$ cat src/rtl/sprdma.sv
// Sprite (OAM) DMA engine.
// Snoops CPU writes to 0x4014 and latches the written byte as the source page,
// then owns the bus to copy {page,8'h00}..{page,8'hFF} into PPU OAMDATA (0x2004).
// Each byte costs RD_LAT+1 read cycles plus one write cycle.
//
// Ports:
//   clk           system clock
//   rst           asynchronous active-high reset
//   cpu_a_in      snooped CPU address bus
//   cpu_d_in      snooped CPU write data
//   cpu_r_nw_in   snooped CPU R/!W
//   brk_in        debugger break; freezes the engine and its bus outputs
//   mem_d_in      read data returned from the memory controller
//   active_out    DMA owns the bus (CPU must be stalled)
//   done_out      one-cycle pulse after the final OAM write
//   mem_a_out     bus address while active
//   mem_d_out     bus write data while active
//   mem_r_nw_out  bus R/!W while active
module sprdma #(
   parameter int RD_LAT = 1
) (
   input  logic        clk,
   input  logic        rst,
   input  logic [15:0] cpu_a_in,
   input  logic [7:0]  cpu_d_in,
   input  logic        cpu_r_nw_in,
   input  logic        brk_in,
   input  logic [7:0]  mem_d_in,
   output logic        active_out,
   output logic        done_out,
   output logic [15:0] mem_a_out,
   output logic [7:0]  mem_d_out,
   output logic        mem_r_nw_out
);

   localparam int LW = (RD_LAT < 1) ? 1 : $clog2(RD_LAT + 1);
   localparam logic [LW-1:0] LAT_LAST = LW'(RD_LAT);
   localparam logic [LW-1:0] LAT_ONE  = LW'(1);

   typedef enum logic [1:0] {IDLE, READ, WRITE, DONE} state_t;

   state_t        state, state_d;
   logic [7:0]    page, page_d;
   logic [7:0]    idx, idx_d;
   logic [LW-1:0] lat_cnt, lat_d;
   logic          active_d, done_d, r_nw_d;
   logic [15:0]   a_d;
   logic [7:0]    dout_d;

   // All bus outputs are registered; the comb block computes their next values.
   always_ff @(posedge clk or posedge rst) begin
      if (rst) begin
         state        <= IDLE;
         page         <= 8'h00;
         idx          <= 8'h00;
         lat_cnt      <= '0;
         active_out   <= 1'b0;
         done_out     <= 1'b0;
         mem_a_out    <= 16'h0000;
         mem_d_out    <= 8'h00;
         mem_r_nw_out <= 1'b1;
      end else begin
         state        <= state_d;
         page         <= page_d;
         idx          <= idx_d;
         lat_cnt      <= lat_d;
         active_out   <= active_d;
         done_out     <= done_d;
         mem_a_out    <= a_d;
         mem_d_out    <= dout_d;
         mem_r_nw_out <= r_nw_d;
      end
   end

   always_comb begin
      // Hold everything by default; brk_in simply skips every update.
      state_d  = state;
      page_d   = page;
      idx_d    = idx;
      lat_d    = lat_cnt;
      active_d = active_out;
      done_d   = done_out;
      a_d      = mem_a_out;
      dout_d   = mem_d_out;
      r_nw_d   = mem_r_nw_out;
      if (!brk_in) begin
         case (state)
            IDLE: begin
               done_d = 1'b0;
               // Full 16-bit compare so register mirrors never trigger.
               if (!cpu_r_nw_in && cpu_a_in == 16'h4014) begin
                  page_d   = cpu_d_in;
                  idx_d    = 8'h00;
                  lat_d    = '0;
                  state_d  = READ;
                  active_d = 1'b1;
                  a_d      = {cpu_d_in, 8'h00};
                  r_nw_d   = 1'b1;
                  dout_d   = 8'h00;
               end
            end
            READ: begin
               if (lat_cnt == LAT_LAST) begin
                  // Read data captured straight into the write-data register.
                  lat_d   = '0;
                  state_d = WRITE;
                  a_d     = 16'h2004;
                  r_nw_d  = 1'b0;
                  dout_d  = mem_d_in;
               end else begin
                  lat_d = lat_cnt + LAT_ONE;
               end
            end
            WRITE: begin
               r_nw_d = 1'b1;
               dout_d = 8'h00;
               if (idx == 8'hFF) begin
                  state_d  = DONE;
                  active_d = 1'b0;
                  done_d   = 1'b1;
                  a_d      = 16'h0000;
               end else begin
                  // Only the low byte advances; the page never increments.
                  idx_d   = idx + 8'd1;
                  state_d = READ;
                  a_d     = {page, idx + 8'd1};
               end
            end
            DONE: begin
               state_d  = IDLE;
               active_d = 1'b0;
               done_d   = 1'b0;
               a_d      = 16'h0000;
               dout_d   = 8'h00;
               r_nw_d   = 1'b1;
            end
            default: state_d = IDLE;
         endcase
      end
   end

endmodule
$ cat config.mk
export PLATFORM = sky130hd
export DESIGN_NAME = sprdma
export DESIGN_NICKNAME = d
export VERILOG_FILES = /design/src/rtl/sprdma.sv
export SDC_FILE = /design/constraint.sdc
export NUM_CORES = 1
export LEC_CHECK = 0
export ABC_AREA = 0
export BUFFER_PORTS_ARGS = -buffer_cell sky130_fd_sc_hd__buf_2
export CAP_MARGIN = 20
export CORE_MARGIN = 2
export CORE_UTILIZATION = 55
export DETAILED_ROUTE_END_ITERATION = 10
export PLACE_DENSITY_LB_ADDON = 0.25
export SKIP_CTS_REPAIR_TIMING = 1
export SLEW_MARGIN = 40
export SYNTH_ARGS = -nofsm -noshare
export SYNTH_HDL_FRONTEND = slang
export SYNTH_SLANG_ARGS = --single-unit
$ cat constraint.sdc
create_clock -name clk -period 6.47 [get_ports clk]
set_clock_uncertainty 0.15 [all_clocks]
set_input_delay 0.3235 -clock clk [delete_from_list [all_inputs] [get_ports clk]]
set_output_delay 0.3235 -clock clk [all_outputs]
set_load 0.05 [all_outputs]
==> implementation parameters <==
Parameter                              Value

Drt
  Routed wire length per instance    roughly 14 um
  Antenna-violating nets left    0
  Post-detailed-route via-to-cell ratio    around 5.4
  Remaining design rule violation count    0
  Vias after detailed routing    roughly 1700
  Routed Wire Length    between 4000 and 5000 um
  Total iterations of the first detailed-routing run    4
  First-iteration detailed-routing DRC count    between 100 and 150

Pwr
  Switching power as a share of total power    45.71%
  Clock network fraction of total power    between 10% and 20%
  Cell internal pwr    around 0.66 mW
  P_sw    roughly 0.56 mW
  PD cells    roughly 450 nW/um2
  Worst ir drop on vdd    between 0.0003 and 0.0004 V
  Sum of internal, switching and leakage power    1.217 mW
  Static Leakage    ~1.4 nW
  Combinational fraction of design power    a little under half
  Sequential cell fraction of total power    between 30 and 40%

Setup path
  Critical Path RT    ~6.5 ns
  Critical Path Max Stage Delay    between 0.6 and 0.7 ns
  Critical-path cell list    inv_1 > ha_1 > or2_2 > o31ai_4 > and2_2 > mux2_2
  Worst path slowest cell    and2_2
  Crit path from    state[1]$_DFFE_PP0P_
  Family with the most delay on the worst path    simple AND/OR/NAND/NOR gates
  Worst Path Max Fanout    26
  Worst Path Buf+Inv    1
  Critical register-to-register path startpoint    state[1]$_DFFE_PP0P_
  Crit path kind    reg -> reg
  Worst Path Arrival    approximately 2.9 ns
  Worst Setup Start Kind    flop
  Endpoint class of the critical path    flop

CTS
  Clock edge transition at the registers on the reported setup and hold paths    0.08 ns
  TritonCTS clock tree    built
  Clock Tree Buf Depth    2
  H-tree depth    2
  CTS Root Buffer Type    clkbuf_8
  Clock Latency Late Sink    about 0.30 ns
  Number of buffers created by CTS    5
  Num Clock Sinks    46

Outcome
  Outcome    finished clean

Die
  Effective utilization at floorplan    a little under three fifths
  Top Ports    63
  Placeable Area    between 4000 and 5000 um2
  Width of the chip    68.75 um
  Area enclosed by the die boundary    roughly 4700 um2
  Cell row count    23
  Chip height    about 69 um

Logic synthesis
  Cell variety after synth    39
  Share of Yosys cell area claimed by the top area cell type    between 40 and 50%
  Net count after synthesis    253
  Top cells by area, synth    dfrtp_1 (49%), mux2_2 (9.3%), nand4_1 (4.1%)
  Top-count cell post-synth    dfrtp_1
  Mapped cell area    2306 um2
  Sequential-to-total area share from yosys stat    49.97%
  Number of storage elements in the synthesis netlist    46
  Biggest area consumer among synthesized cells    dfrtp_1
  Synth top cells by count    dfrtp_1 (45), inv_1 (19), mux2_2 (19), o21ai_0 (16), nand4_1 (15)
  Avg Inst Size Synth    10.93 um2
  Post-synth EDFFs    0
  Async SR Flop Fraction    100.0%
  Instance count of the mapped netlist    around 210
  Count of yosys warnings during synthesis    0
  Top flip-flop cell by instance count after synthesis    dfrtp_1

Min path
  Hold WC Path Type    in -> reg
  Worst hold path startpoint    cpu_d_in[1]

Timing
  Setup repair after global routing missed its margin    no
  Tightest hold margin    ~0.12 ns
  Rel. slew slack    approximately 49%
  Hold Vio Cnt, Final    0
  Setup total negative slack    0 ns
  Number of setup violations in the final report    0
  Time the worst path needs with I/O delays and setup    between 2 and 3 ns
  Setup slack of the critical path after layout    roughly 3.6 ns
  Final period util    44.48%
  Fmax    about 0.35 GHz
  Slew at the pin closest to its max-slew limit    0.7662 ns
  Max Slew Vio Count    0

Place
  Pre-CTS setup slack    3.494 ns
  Final Wtd Congestion    0.7966
  Total half-perimeter wirelength after legalization and detailed placement    about 3200 um
  # port buffers    a little over 60

Flow run
  Count of max-cap constraint violations    0

Global routing
  Largest net degree at the start of global routing    47
  Wire length of the first global-routing pass    between 7000 and 8000 um
  Via count of the first global-routing pass    1581
  All-Layer GR Usage    a little over a fifth
  Antenna violations before repair    0
  Total overflow reported by the global router    0

Finish
  Net count, final    between 300 and 400
  Share of cells above drive strength 1    around 36%
  Area growth from synthesis to final layout    18.50%
  N_diodes    0
==> metrics by stage <==
stage,utilization [%],cell area [um2],cells
CTS,67.58,2723,319
global placement,64.84,2613,311
global route,67.83,2733,320
finish,67.83,2733,320
detailed placement,64.94,2616,311
floorplan,-,2306,211
==> kinds of logic (layout without fill, tap and decap cells) <==
| logic type | Yosys count | count (layout) | share of synthesized area (%) |
|---|---|---|---|
| DFF | 46 | 46 | 49.97 |
| buffers and inverters | 32 | 91 | 6.131 |
| xor gates and xnor gates | 4 | 4 | 1.520 |
| adders and majority gates | 6 | 6 | 3.255 |
| AOI/OAI and AO/OA | 35 | 35 | 10.26 |
| and+or+nand+nor | 60 | 60 | 15.25 |
| muxes | 28 | 28 | 13.62 |
==> cells in the final DEF (no fill, tap or decap), drive strengths merged, types with 2 or more instances in the layout <==
cell type / count
ha: 6
a31oi: 2
nor3: 2
clkbuf: 7
inv: 20
and3: 2
nand4: 15
o221ai: 2
a22o: 8
xnor2: 2
buf: 62
xor2: 2
dfrtp: 45
nor2b: 2
nor4b: 3
nand2: 8
o21ai: 16
and2: 2
a21oi: 4
or3: 2
nand3: 8
nor2: 12
or2: 2
mux2: 27
==> final timing paths <==
check	end	slack, ns	cells after the start
max	mem_a_out[0]$_DFFE_PP0P_	3.59	6
min	page[1]$_DFFE_PP0P_	0.12	2
max reg2reg	mem_a_out[0]$_DFFE_PP0P_	3.59	6
min reg2reg	mem_a_out[11]$_DFFE_PP0P_	0.34	1
max in group asynchronous	mem_r_nw_out$_DFFE_PP1P_	5.32	3
min in group asynchronous	active_out$_DFFE_PP0P_	0.48	3
==> state kept, by name, summed over array words and instances, names as in the netlist <==
signal / flops
idx: 8
mem_r_nw_out: 1
lat_cnt: 1
active_out: 1
mem_d_out: 8
page: 8
mem_a_out: 16
state: 2
done_out: 1
==> power by group through the flow <==
stage	Sequential [mW]	Combinational [mW]	Clock (mW)
2_1_floorplan	0.601	0.291	0
3_3_place_gp	0.436	0.565	0
3_5_place_dp	0.438	0.574	0
4_1_cts	0.434	0.577	0.213
5_1_grt	0.447	0.620	0.223
6_report	0.434	0.575	0.208
==> layout make-up <==
class / instances / area [um2]
inverter: 20 / 77.57
clock inverter: 1 / 30.03
tap: 50 / 62.56
fill: 337 / 1296
timing repair buffer: 63 / 320.3
multi-input combinational: 133 / 1013
clock buffer: 7 / 76.32
sequential: 46 / 1152
==> routing by layer <==
layer	vias to the layer above	GRT usage, %	share of wire [%]	wire (um)
li1	858	-	-	-
met1	831	27.58	46	2074
met2	34	34.74	49	2243
met3	7	4.870	3.6	162
met4	0	7.353	1.4	62
met5	-	0	0	0
Power figures use the tool's default switching activity.
